### src/rtl/dna_read_ctrl.sv
// Read sequencer for the DNA_PORT primitive: divides clk down to dna_clk, drives
// READ/SHIFT and captures the device DNA MSB first, once after reset and on request.
module dna_read_ctrl #(
    parameter int DIV  = 4,
    parameter int DW   = 57,
    parameter bit AUTO = 1'b1
) (
    input  logic          clk,
    input  logic          rstn,
    input  logic          start,
    output logic          busy,
    output logic          done,
    output logic          dna_vld,
    output logic [DW-1:0] dna,
    output logic          dna_clk,
    output logic          dna_read,
    output logic          dna_shift,
    input  logic          dna_dout
);

    localparam int BW = $clog2(DW + 1);

    localparam logic [1:0] S_IDLE  = 2'd0;
    localparam logic [1:0] S_LOAD  = 2'd1;
    localparam logic [1:0] S_SHIFT = 2'd2;
    localparam logic [1:0] S_DONE  = 2'd3;

    localparam logic [7:0]    DIV_LAST = 8'(DIV - 1);
    localparam logic [BW-1:0] BIT_LAST = BW'(DW - 1);

    logic [1:0]    state;
    logic [7:0]    div_cnt;
    logic [BW-1:0] bit_cnt;
    logic          auto_pend;
    logic          tick;

    assign tick = (div_cnt == DIV_LAST);

    // NOTE: every register here is non-blocking, so each branch below tests the
    // pre-edge dna_clk and bit_cnt, which is what makes the edge counting exact.
    always_ff @(posedge clk) begin
        if (!rstn) begin
            state     <= S_IDLE;
            div_cnt   <= '0;
            bit_cnt   <= '0;
            auto_pend <= AUTO;
            busy      <= 1'b0;
            done      <= 1'b0;
            dna_vld   <= 1'b0;
            dna       <= '0;
            dna_clk   <= 1'b0;
            dna_read  <= 1'b0;
            dna_shift <= 1'b0;
        end else begin
            done <= 1'b0;

            // The divider only runs while a read is in flight.
            if (state == S_IDLE || tick)
                div_cnt <= '0;
            else
                div_cnt <= div_cnt + 8'd1;

            case (state)
                S_IDLE: begin
                    if (start || auto_pend) begin
                        state     <= S_LOAD;
                        auto_pend <= 1'b0;
                        busy      <= 1'b1;
                        dna_vld   <= 1'b0;
                        dna       <= '0;
                        dna_read  <= 1'b1;
                        dna_clk   <= 1'b0;
                        bit_cnt   <= '0;
                    end
                end

                S_LOAD: begin
                    if (tick) begin
                        dna_clk <= ~dna_clk;
                        // Falling edge after the single READ rising edge.
                        if (dna_clk) begin
                            state     <= S_SHIFT;
                            dna_read  <= 1'b0;
                            dna_shift <= 1'b1;
                        end
                    end
                end

                S_SHIFT: begin
                    if (tick) begin
                        if (!dna_clk) begin
                            dna     <= {dna[DW-2:0], dna_dout};
                            bit_cnt <= bit_cnt + 1'b1;
                            // Last bit is already on DOUT, so no further edge is issued.
                            if (bit_cnt == BIT_LAST) begin
                                state     <= S_DONE;
                                dna_shift <= 1'b0;
                                busy      <= 1'b0;
                                done      <= 1'b1;
                                dna_vld   <= 1'b1;
                            end else begin
                                dna_clk <= 1'b1;
                            end
                        end else begin
                            dna_clk <= 1'b0;
                        end
                    end
                end

                default: begin
                    state <= S_IDLE;
                end
            endcase
        end
    end

endmodule

### config.mk
export PLATFORM = sky130hd
export DESIGN_NAME = dna_read_ctrl
export DESIGN_NICKNAME = d
export VERILOG_FILES = /design/src/rtl/dna_read_ctrl.sv
export SDC_FILE = /design/constraint.sdc
export NUM_CORES = 1
export LEC_CHECK = 0
export CORE_MARGIN = 5
export CORE_UTILIZATION = 51
export CTS_CLUSTER_SIZE = 12
export DETAILED_ROUTE_END_ITERATION = 10
export PLACE_DENSITY = 0.76
export SETUP_SLACK_MARGIN = 0.2
export SLEW_MARGIN = 5
export SYNTH_ARGS = -nofsm -noshare
export SYNTH_HDL_FRONTEND = slang
export SYNTH_SLANG_ARGS = --single-unit
### constraint.sdc
create_clock -name clk -period 2.6 [get_ports clk]
set_clock_uncertainty 0.05 [all_clocks]
set_input_delay 0.26 -clock clk [delete_from_list [all_inputs] [get_ports clk]]
set_output_delay 0.26 -clock clk [all_outputs]
set_load 0.02 [all_outputs]
# == Word-level counts from Yosys, hierarchy flattened ==
# Cells that the tools add are included.
# word_totals
mem_count,0
ff_bits,80
latch_bits,0
rom_bits,0
ram_bits,0
# classes
reduce_logical,16
n_lt_le_gt_ge,0
bitwise_logic,4
n_div,0
n_shift,0
mux,37
multipliers,0
eq_ne,10
addsub,2
# op_table
op,count
$mux 57,3
$pmux 57 s2,1
$mux 6,3
$mux 1,17
$mux 2,6
$pmux 6 s2,1
$reduce_and 4->1,3
$reduce_and 6->1,2
$ne 2x2->1 const B,5
$add 8x1->8 const B,1
$eq 8x2->1 const B,1
$pmux 1 s2,4
$add 6x1->6 const B,1
$eq 6x6->1 const B,1
$pmux 2 s3,1
$reduce_bool 2->1,3
$reduce_and 5->1,1
$not 1->1,4
$reduce_or 4->1,1
$pmux 1 s3,1
$reduce_bool 3->1,1
$eq 2x1->1 const B,1
$eq 2x2->1 const B,1
$logic_not 2->1,1
4 further kinds,5

# == Logic depth before layout (Yosys ltp) ==
# logic_depth
depth_word,5
depth_mapped,8
depth_no_buf,6

# == Least setup slack after synthesis ==
# No wires, ideal clock.
# synth_path
path_kind,reg2reg
startpoint,register state[0]
endpoint,register dna[10]
setup_time_ns,0.059
stages_incl_launch_ff,9
path_buffers,2
slack_ns,0.626
t_arrival_ns,1.865
synth_period_minus_slack_ns,1.974
cell_sequence,dfxtp_1 inv_1 ha_1 nor3b_4 or2_1 buf_6 nor3_4 buf_6 a22o_1
# synth_via
elab_chain_len,3
word_cells_on_any_way,8
# synth_rtl
element,line,rtl
from (decl),31,logic [1:0] state;
from (signal assigned),43,state <= S_IDLE;
from (signal assigned),66,state <= S_LOAD;
from (signal assigned),82,state <= S_SHIFT;
$eq 2x2->1 or $logic_not 2->1 (tied branches),63,case (state)
$ne 2x2->1 (no source line) (tied with other cells),-,
$reduce_and 4->1 (no source line),-,
to (signal assigned),92,"dna <= {dna[DW-2:0], dna_dout};"
to (decl),14,"output logic [DW-1:0] dna,"
# Several ways; a longest one is shown, not always the timed one.
# A chain may end at the register's enable or synchronous reset.

# == Worst setup path in the final report ==
# layout_path
startpoint,register state[0]
endpoint,register dna[18]
# Same word-level chain as after synthesis.

==> metrics.txt <==
status=finished, final reports clean; YS warnings=0; vias in the first global route=2456; post-route ant nets=0; Post-Route M1 WL=3.29 mm; Crit Path Max Fanout=37; fraction of layout cells with a size suffix above 1=0.0829; CTS Hold Bufs=0; Critical Path Sink Type=register; # DRC=0; area added between synthesis and finish=25.2%; grt total ovfl=0; crit share post-route=0.868; post-synth net total=331; largest net degree at the start of global routing=38; Arr. time, crit path=2.50 ns; Die W=89.9 µm; setup violators final=0; area leader, netlist=dfxtp_1; # nets final=392; PortBufs=66; maximum clock rate=0.443 GHz; hold crit path type=reg -> reg; Sum Neg Setup Slack=0 ns; Synth Cell Area=0.00325 mm²; Slew Limit Fails=0; pwr/cell area=759 mW/mm²; Site Rows=29; area share of the largest cell type after synthesis=0.492; Mapped Cells=320; CTS clock-pin slew for the worst setup and hold paths=0.08 ns; Final Critical Period=2.26 ns; Die ar.=0.00807 mm²; Worst Path Required=2.84 ns; worst-margin pin slew=0.380 ns; PostCTS Resize Cnt=0; ANT cells=0; #FFs+latches synth=80; met3 WL=519 µm; final worst slack=0.344 ns; vias per cell=5.73; Final Wtd Congestion=0.793; Top FF cell, synth=dfxtp_1; Max Used Layer=met4; LEAKAGE=1.43 nW; critical path start-end classification=reg -> reg; H-tree Lvls=3; GRT Util Overall=0.170; Avg Cell Area, Syn=10.2 µm²; Max-slew headroom=0.747; clk sinks=80; chip height=89.9 µm; Worst setup SP type=register; sequential-to-total area share from yosys stat=0.492; via count=2652; EDFF count, synth=0; number of max-cap violations=0; DR pass1 iterations=4; Clock Tree Root=clkbuf_8; clock buffer count from CTS=9; Synth cell types=49; worst ir drop on vdd=0.473 mV; IO Count=67; Clk Latency, worst-skew pair=0.35 ns; CTS max path bufs=2; CTS tree=yes; Post-CTS Setup Inserts=0; dpl hpwl=4.54 mm; Initial Utilization=0.518; Total Routed Length=6.98 mm; dpl ws=0.367 ns; Core ar.=0.00628 mm²; Synth async-reset ratio=0; dpl cell area=0.00388 mm²; largest cells by area after synthesis=dfxtp_1, a22o_1, nand4_1; Routed met2 length=3.03 mm; initial antenna violation count=0; fin area=0.00407 mm²; unrepaired setup endpoints after global routing=no; Final Hold Fails=0; DR WL/cell=15.1 µm; first-pass GRT wire length=11.6 mm; Detailed Route Iter0 Violations=172
layout by cell type, fill, tap and decap left out, types with 9 or more instances in the layout:
cell and n:
clkdlybuf4s50_1 66, nor2_1 16, nand3_1 11, a21oi_1 26, clkbuf_8 9, a22o_1 37, o21ai_0 24, dfxtp_1 80
nand2_1 12, nand4_1 21
worst paths after layout:
kind	from	cells past startpoint	slack, ns	to
max	state[0]	8	0.34	dna[18]
min	div_cnt[0]	1	0.42	div_cnt[0]
max reg2reg	state[0]	8	0.34	dna[18]
min reg2reg	div_cnt[0]	1	0.42	div_cnt[0]
through the flow:
step	util	cells	total power, mW	hold slack, ns
2_1_floorplan	-	320	2.09	0.335
3_5_place_dp	0.619	447	2.23	0.409
3_3_place_gp	0.619	447	2.22	0.404
6_report	0.649	463	3.09	0.422
5_1_grt	0.649	463	3.25	0.447
4_1_cts	0.649	463	3.11	0.426
cell type report:
type,instances,area (µm²)
fillers,532,2200
flip-flops and latches,80,1600
multi-input cells,207,1430
repair buffers,74,721
clock buffers,11,131
well taps,77,96.3
clock inverters,5,56.3
inverters,9,33.8
sequential cells by signal, summed over array words and instances, names as in the netlist:
| signal | count |
|---|---|
| div_cnt | 8 |
| dna_shift | 1 |
| state | 2 |
| done | 1 |
| dna_clk | 1 |
| auto_pend | 1 |
| dna | 57 |
| busy | 1 |
| dna_read | 1 |
| dna_vld | 1 |
| bit_cnt | 6 |
logic make-up (layout without fill, tap and decap cells):
family / count (synthesis) / count (layout) / synth area share
compound gates: 104 / 104 / 0.221
xor+xnor: 6 / 6 / 0.0162
fa+ha+maj: 7 / 7 / 0.0269
buf+inv: 33 / 99 / 0.0669
flops: 80 / 80 / 0.492
mux: 4 / 4 / 0.0123
simple gates: 86 / 86 / 0.164
layer usage:
layer  vias up  global-route usage
li1       1311                   -
met1      1248               0.222
met2        81               0.246
met3        12              0.0626
met4         0              0.0856
met5         -                   0
worst max-delay path, cell delays in order (launching register included):
cell and delay [ns]:
dfxtp_1 0.38, inv_1 0.08, ha_1 0.27, nor3b_4 0.20, or2_1 0.23, buf_4 0.23, nor3_4 0.19, buf_4 0.37
a22o_1 0.19
power by group:
group          leakage, nW  internal [mW]  switching [mW]
Sequential           0.646           1.27          0.0461
Combinational        0.687          0.279           0.610
Clock               0.0937          0.444           0.439
Total                 1.43           2.00            1.09
synthesized netlist by cell type (2+ instances only):
master / instances
inv_1: 8
nor2_1: 16
nand4_1: 21
nor3_1: 5
a31oi_1: 3
buf_4: 2
buf_6: 10
a22o_1: 37
nand2_1: 12
ha_1: 7
o41ai_1: 2
or3_1: 4
and3_1: 3
mux2i_1: 4
nand3_1: 11
xor2_1: 5
a21oi_1: 26
o31ai_1: 2
clkbuf_1: 10
dfxtp_1: 80
o21ai_0: 24
(Power assumes the default switching activity.)
